--- config.mk ---
export PLATFORM = sky130hd
export DESIGN_NAME = exec_wb_buffer
export DESIGN_NICKNAME = d
export VERILOG_FILES = /design/src/rtl/exec_wb_buffer.sv
export SDC_FILE = /design/constraint.sdc
export NUM_CORES = 1
export LEC_CHECK = 0
export ABC_AREA = 1
export CAP_MARGIN = 5
export CORE_ASPECT_RATIO = 1.4
export CORE_MARGIN = 3
export CORE_UTILIZATION = 36
export DETAILED_ROUTE_END_ITERATION = 10
export GPL_TIMING_DRIVEN = 0
export PLACE_DENSITY = 0.6
export SYNTH_ARGS = -nofsm -noshare
export SYNTH_HDL_FRONTEND = slang
export SYNTH_SLANG_ARGS = --single-unit
--- constraint.sdc ---
create_clock -name clk -period 4.5 [get_ports clk]
set_input_delay 1.35 -clock clk [delete_from_list [all_inputs] [get_ports clk]]
set_output_delay 1.35 -clock clk [all_outputs]
set_load 0.02 [all_outputs]
--- src/rtl/exec_wb_buffer.sv ---
// ---------------------------------------------------------------------------
// exec_wb_buffer
//
// Purpose:
//   Two-entry skid buffer between the single-operand exec units and the
//   register-file write port. Each entry holds an exec result together with
//   its {overflow, sign, zero, carry} flags, a destination index and two
//   enables. Entries drain in strict FIFO order. The architectural flags
//   register lives here and changes only when an entry with wr_flags set
//   retires.
//
// Configuration macro:
//   WB_BYPASS_EN - when defined, an input arriving while the buffer is empty
//                  and writeback is ready is presented on wb_* in the same
//                  cycle and retires without being stored.
//
// Ports:
//   clk          in   system clock, rising edge
//   rst_n        in   asynchronous active-low reset
//   flush_i      in   synchronous flush, discards all buffered entries
//   in_valid_i   in   exec result valid
//   in_ready_o   out  buffer can accept this cycle (state-derived only)
//   result_i     in   exec result            [W_OPR-1:0]
//   flags_i      in   exec flags             [W_FLAGS-1:0]
//   dst_i        in   destination register   [W_RADDR-1:0]
//   wr_reg_i     in   entry writes the register file
//   wr_flags_i   in   entry updates architectural flags
//   wb_valid_o   out  head entry valid
//   wb_ready_i   in   writeback accepts head
//   wb_data_o    out  head result           [W_OPR-1:0]
//   wb_addr_o    out  head destination      [W_RADDR-1:0]
//   wb_we_o      out  wb_valid_o & head wr_reg
//   flags_o      out  architectural flags register [W_FLAGS-1:0]
//   count_o      out  occupancy, 0..2
//
// Handshake rules (both sides): a transfer happens on a rising edge where
// valid and ready are both high. A producer holding valid high keeps its
// payload stable until the transfer; ready never depends combinationally on
// the other side's ready. flush_i overrides both transfers for that cycle.
// ---------------------------------------------------------------------------
module exec_wb_buffer #(
    parameter int W_OPR   = 32,
    parameter int W_FLAGS = 4,
    parameter int W_RADDR = 5
) (
    input  logic               clk,
    input  logic               rst_n,
    input  logic               flush_i,
    input  logic               in_valid_i,
    output logic               in_ready_o,
    input  logic [W_OPR-1:0]   result_i,
    input  logic [W_FLAGS-1:0] flags_i,
    input  logic [W_RADDR-1:0] dst_i,
    input  logic               wr_reg_i,
    input  logic               wr_flags_i,
    output logic               wb_valid_o,
    input  logic               wb_ready_i,
    output logic [W_OPR-1:0]   wb_data_o,
    output logic [W_RADDR-1:0] wb_addr_o,
    output logic               wb_we_o,
    output logic [W_FLAGS-1:0] flags_o
    ,
    output logic [1:0]         count_o
);

    // Entry storage (not reset: contents are meaningless while count is 0)
    logic [W_OPR-1:0]   res_mem   [2];
    logic [W_FLAGS-1:0] flg_mem   [2];
    logic [W_RADDR-1:0] dst_mem   [2];
    logic               wreg_mem  [2];
    logic               wflg_mem  [2];

    logic               wptr_q, wptr_d;
    logic               rptr_q, rptr_d;
    logic [1:0]         count_q, count_d;
    logic [W_FLAGS-1:0] flags_q, flags_d;

    // Head entry as seen by writeback
    logic [W_OPR-1:0]   head_res;
    logic [W_FLAGS-1:0] head_flg;
    logic [W_RADDR-1:0] head_dst;
    logic               head_wreg;
    logic               head_wflg;

    logic               accept;
    logic               retire;
    logic               push;
    logic               pop;

    // Full is the only reason to refuse input; it is a pure function of
    // state, so there is no path from wb_ready_i back to exec.
    assign in_ready_o = (count_q != 2'd2);

`ifdef WB_BYPASS_EN
    logic byp;
    logic take_byp;

    // Empty buffer, input valid and writeback ready: the input entry goes
    // straight to the write port this cycle.
    assign byp = (count_q == 2'd0) & in_valid_i & wb_ready_i;

    assign wb_valid_o = (count_q != 2'd0) | byp;
    assign head_res   = byp ? result_i   : res_mem[rptr_q];
    assign head_flg   = byp ? flags_i    : flg_mem[rptr_q];
    assign head_dst   = byp ? dst_i      : dst_mem[rptr_q];
    assign head_wreg  = byp ? wr_reg_i   : wreg_mem[rptr_q];
    assign head_wflg  = byp ? wr_flags_i : wflg_mem[rptr_q];
    assign take_byp   = byp & ~flush_i;
`else
    assign wb_valid_o = (count_q != 2'd0);
    assign head_res   = res_mem[rptr_q];
    assign head_flg   = flg_mem[rptr_q];
    assign head_dst   = dst_mem[rptr_q];
    assign head_wreg  = wreg_mem[rptr_q];
    assign head_wflg  = wflg_mem[rptr_q];
`endif

    assign wb_data_o = head_res;
    assign wb_addr_o = head_dst;
    assign wb_we_o   = wb_valid_o & head_wreg;
    assign flags_o   = flags_q;
    assign count_o   = count_q;

    // Flush suppresses both transfers so nothing retires or lands in storage.
    assign accept = in_valid_i & in_ready_o & ~flush_i;
    assign retire = wb_valid_o & wb_ready_i & ~flush_i;

`ifdef WB_BYPASS_EN
    // A bypassed entry is accepted and retired in the same cycle without
    // ever occupying a slot.
    assign push = accept & ~take_byp;
    assign pop  = retire & ~take_byp;
`else
    assign push = accept;
    assign pop  = retire;
`endif

    always_comb begin
        count_d = count_q;
        wptr_d  = wptr_q;
        rptr_d  = rptr_q;
        flags_d = flags_q;

        if (flush_i) begin
            count_d = 2'd0;
            wptr_d  = 1'b0;
            rptr_d  = 1'b0;
        end else begin
            case ({push, pop})
                2'b10:   count_d = count_q + 2'd1;
                2'b01:   count_d = count_q - 2'd1;
                default: count_d = count_q;
            endcase
            if (push) wptr_d = ~wptr_q;
            if (pop)  rptr_d = ~rptr_q;
            if (retire && head_wflg) flags_d = head_flg;
        end
    end

    always_ff @(posedge clk or negedge rst_n) begin
        if (!rst_n) begin
            count_q <= 2'd0;
            wptr_q  <= 1'b0;
            rptr_q  <= 1'b0;
            flags_q <= '0;
        end else begin
            count_q <= count_d;
            wptr_q  <= wptr_d;
            rptr_q  <= rptr_d;
            flags_q <= flags_d;
        end
    end

    always_ff @(posedge clk) begin
        if (push) begin
            res_mem[wptr_q]  <= result_i;
            flg_mem[wptr_q]  <= flags_i;
            dst_mem[wptr_q]  <= dst_i;
            wreg_mem[wptr_q] <= wr_reg_i;
            wflg_mem[wptr_q] <= wr_flags_i;
        end
    end

endmodule

======== Word-level counts from Yosys, hierarchy flattened ========
Memories as Yosys holds them, arrays and structs flattened. A register that Yosys moved wholly into a read port is not among the register bits.
Index checks and enable logic that the tools add are counted.
operators by class
  divide/modulo/power cells ............... 0
  bitwise gates (word level) .............. 8
  reduce and logical (&&, ||, !) cells .... 7
  add/sub/neg operators ................... 2
  shift-type cells ........................ 0
  equal/unequal tests ..................... 3
  multiplexer cells ....................... 8
  multipliers ............................. 0
  order comparisons ....................... 0
operator list
  kind                 count
  $mux 1               6
  $reduce_bool 2->1    3
  $and 1x1->1          5
  $pmux 2 s2           1
  $not 1->1            3
  $reduce_bool 3->1    1
  $add 2x1->2 const B  1
  $eq 2x1->1 const B   1
  $eq 2x2->1 const B   1
  $mux 2               1
  $ne 2x2->1 const B   1
  $reduce_and 2->1     1
  $sub 2x1->2 const B  1
  $logic_and 1x1->1    1
  $logic_not 1->1      1
storage, ports and cells
  memories ................................ 5
  bits in latches ......................... 0
  bits of input ports ..................... 48
  memory bits (read-only) ................. 0
  memory bits (writable) .................. 86
  register bits ........................... 4
memory list
  memory    depth  width  read ports  clocked after Yosys merged registers in  write ports  line  text
  res_mem   2      32     1           0                                        1            67    logic [W_OPR-1:0] res_mem [2];
  dst_mem   2      5      1           0                                        1            69    logic [W_RADDR-1:0] dst_mem [2];
  flg_mem   2      4      1           1                                        1            68    logic [W_FLAGS-1:0] flg_mem [2];
  wflg_mem  2      1      1           0                                        1            71    logic wflg_mem [2];
  wreg_mem  2      1      1           0                                        1            70    logic wreg_mem [2];

======== Depth between registers and ports, before layout ========
  depth in word-level cells ............... 6
  depth in mapped cells ................... 9
  mapped depth without buffers ............ 9

======== Worst setup path before layout ========
No wires, ideal clock.
  path type ............................... in2reg
  start ................................... in flush_i
  end ..................................... mem dst_mem[1][0], enable pin
  cell stages on the path ................. 1
  setup slack ............................. -0.378 ns
  arrival ................................. 4.381 ns
  path buffers ............................ 0
  library setup time ...................... 0.497 ns
  required time ........................... 4.003 ns
  path through ............................ nor3_1
between the ends
  word-level cells in the longest chain between the ends .. 4
ends and longest elaborated chain
  item                          line  text
  from (decl)                   48    input logic flush_i,
  $not 1->1 (no line)           n/a
  $and 1x1->1                   125   assign accept = in_valid_i & in_ready_o & ~flush_i;
  $mux 1                        175   if (push) begin
  $mux 1 (not written as such)  178   dst_mem[wptr_q] <= dst_i;
  to (decl)                     69
No other way between the ends.

======== Worst setup path after layout ========
  start ................................... reg rptr_q
  end ..................................... out wb_data_o[6]
between the ends
  word-level cells in the longest chain between the ends .. 1
ends and longest elaborated chain
  item                    line  text
  from (decl)             74    logic rptr_q, rptr_d;
  from (signal assigned)  169   rptr_q <= rptr_d;
  $mem_v2 2x32            n/a
  to (decl)               58    output logic [W_OPR-1:0] wb_data_o,
No other way between the ends.

==> flow_summary.ini <==
[outcome]
outcome = complete, no violations

[floorplanning]
io_pins = 94
core.rowCount = 42
dieHeight_um = 124
die_w_um = 90.0
die_area_um2 = 11100
start_util = 0.371
core_area_um2 = 9560

[cells_and_area]
area_delta_synth_final_pct = 41.5
final_area_um2 = 5030
multi_input_area_um2 = 688
fillerInstances = 842
antenna_cells = 0
layout.nets = 437
ff_latch_area_um2 = 2780
drive_gt1_frac = 0.0888

[timing]
fin_crit_ns = 3.41
fin_ws_ns = 1.09
setup_viol = 0
period_share = 0.758
rsz0062_at_grt = no
slew_headroom = 0.555
timing.fmax_mhz = 293
skew_ns = 0.00427
fin_tns_setup_ns = 0
tightest_slew_ns = 0.665
slew_violations = 0
hold_viol_final = 0

[grt]
grtUsageMet2 = 0.230
grt-ovfl-total = 0
use_met3 = 0.0432
grt_pass1_wl_um = 11200
grt_pass1_vias = 2305
grt_use_total = 0.131
grt_max_degree = 27
antenna_found_initial = 0
gr-max-usage-layer = met2
met1_usage = 0.145

[logic_synthesis]
yosysUniqueCellTypes = 19
ys_warn_count = 0
synth_xor_area_frac = 0
synth_adder_area_share = 0
ys_seq_area_frac = 0.783
synth-simple-area-share = 0.175
synth-main-ff-cell = edfxtp_1
syn-instance-count = 282
ys_ff_latch = 94
synth_compound_gate_area_share = 0.0155
synth_top_family_by_area = simple AND/OR/NAND/NOR gates
async_reset_ff_frac = 0.0851
syn-mean-instance-area_um2 = 12.6
synth_nets = 330
synth_edf_count = 86
synth_mux_area_frac = 0
syn-cell-area_um2 = 3550

[clocking]
post_cts_resized = 0
clk_latency_ns = 0.33
clockBufferDepth = 2
clkTransAtPathRegs_ns = 0.06
cts_tree = built
hold_buffers = 0
post_cts_buffers = 0
cts.sinks = 94
cts-root-buf = clkbuf_16
h-tree-depth = 3
cts-buffers-inserted = 9

[drt]
antenna_left = 0
routedWlPerCell_um = 13.5
routed_wirelength_um = 7110
firstDrtPassIters = 4
drc = 0
drt_iter0_drc = 122
num_vias = 2290
via_per_inst = 4.35

[worst_setup_path]
r2r_slack_ns = 2.73
r2r-start = count_o[0]
arrival_ns = 2.06
cp_max_fo = 10
critical_path_required_ns = 3.15
r2r_cells = 7
critPathKind = flop to output port
cp-start-kind = flop
end_kind = output port
r2r-end = res_mem[0][18]

[pwr]
leakage_uw = 0.00195
p_int_uw = 1830
net-switching-power_uw = 796
p_comb_frac = 0.307
switching_share = 0.303
pwr-share-seq = 0.414
clockPowerShare = 0.279
powerDensity_nw_per_um2 = 523
vdd_drop_max_mv = 0.236

[hold_path]
holdPathEnd = flags_o[2]
hold_class = flop to flop
min_from = flags_o[2]
whs_path_depth = 2

[place]
place.gp.congestion = 0.805
placed_area_um2 = 4730
port_buffers = 93
hpwl_um = 4840
pre_cts_ws_ns = 1.36

[job]
cap_violations = 0
-- synth_stat cells, types with 2 or more instances --
master	number	area share
dfrtp_1	8	0.056
inv_1	11	0.012
nand3_2	2	0.0056
nand2_1	145	0.15
buf_2	5	0.0070
inv_2	2	0.0021
nor3_1	3	0.0042
o21ai_0	4	0.0056
nand2_2	3	0.0053
edfxtp_1	86	0.73
clkbuf_1	3	0.0032
nor2_1	3	0.0032
-- layer usage --
metal  vias to the layer above  part of all wire
met4                         0             0.018
met1                      1079              0.39
li1                       1151                 -
met3                        11             0.053
met2                        49              0.54
met5                         -                 0
-- logic make-up (layout without fill, tap and decap cells) --
group / count (synthesis) / count (layout)
simple gates: 158 / 158
flops: 94 / 94
compound gates: 8 / 8
buf+inv: 22 / 134
-- state kept, by name (all words and copies together) (netlist names) --
register / cells
wptr_q: 1
wreg_mem: 2
res_mem: 64
wflg_mem: 2
flags_o: 4
count_o: 2
dst_mem: 10
rptr_q: 1
flg_mem: 8
-- metrics by stage --
step           hold slack, ns  power, uW  utilization  std cells
2_1_floorplan           0.515       1530            -        282
3_3_place_gp            0.526       1910        0.487        507
3_5_place_dp            0.535       1930        0.495        510
4_1_cts                 0.546       2670        0.526        526
5_1_grt                 0.571       2770        0.526        526
6_report                0.539       2630        0.526        526
-- cells in the final DEF (no fill, tap or decap), types with 2 or more instances in the layout --
cell             Yosys  final
nand2_1            145    145
clkdlybuf4s50_1      0     93
edfxtp_1            86     86
inv_1               11     10
clkbuf_16            0      9
dfrtp_1              8      8
buf_2                5      5
clkbuf_1             3      5
o21ai_0              4      4
inv_2                2      3
nand2_2              3      3
nor2_1               3      3
nand3_2              2      2
nor3_1               3      2
clkinvlp_4           0      2
buf_16               0      2
-- area by class of cell --
type	instances	share of cell area
flip-flops and latches	94	0.554
repair buffers	96	0.200
multi-input cells	166	0.137
clock buffers	11	0.0463
well taps	132	0.0329
clock inverters	5	0.0117
inverters	13	0.00971
plain buffers	9	0.00871
-- worst max path at each step --
stage                           from             end
after floorplan           in_valid_i   dst_mem[1][0]
after global placement       flush_i  res_mem[1][14]
after detailed placement      rptr_q   wb_data_o[18]
after CTS                     rptr_q   wb_data_o[18]
after global routing          rptr_q   wb_data_o[18]
final                         rptr_q    wb_data_o[6]
-- worst max-delay path: stages, from the launching register on --
cell and delay [ns]:
dfrtp_1 0.32, buf_2 0.20, clkbuf_1 0.41, nand2_1 0.09, nand2_1 0.10, clkdlybuf4s50_1 0.60
-- power by group through the flow --
stage	clock (uW)	combinational [uW]	sequential [uW]
5_1_grt	792	878	1100
4_1_cts	750	825	1090
3_3_place_gp	0	794	1110
2_1_floorplan	0	389	1140
6_report	732	806	1090
3_5_place_dp	0	822	1110
Power figures use the tool's default switching activity.
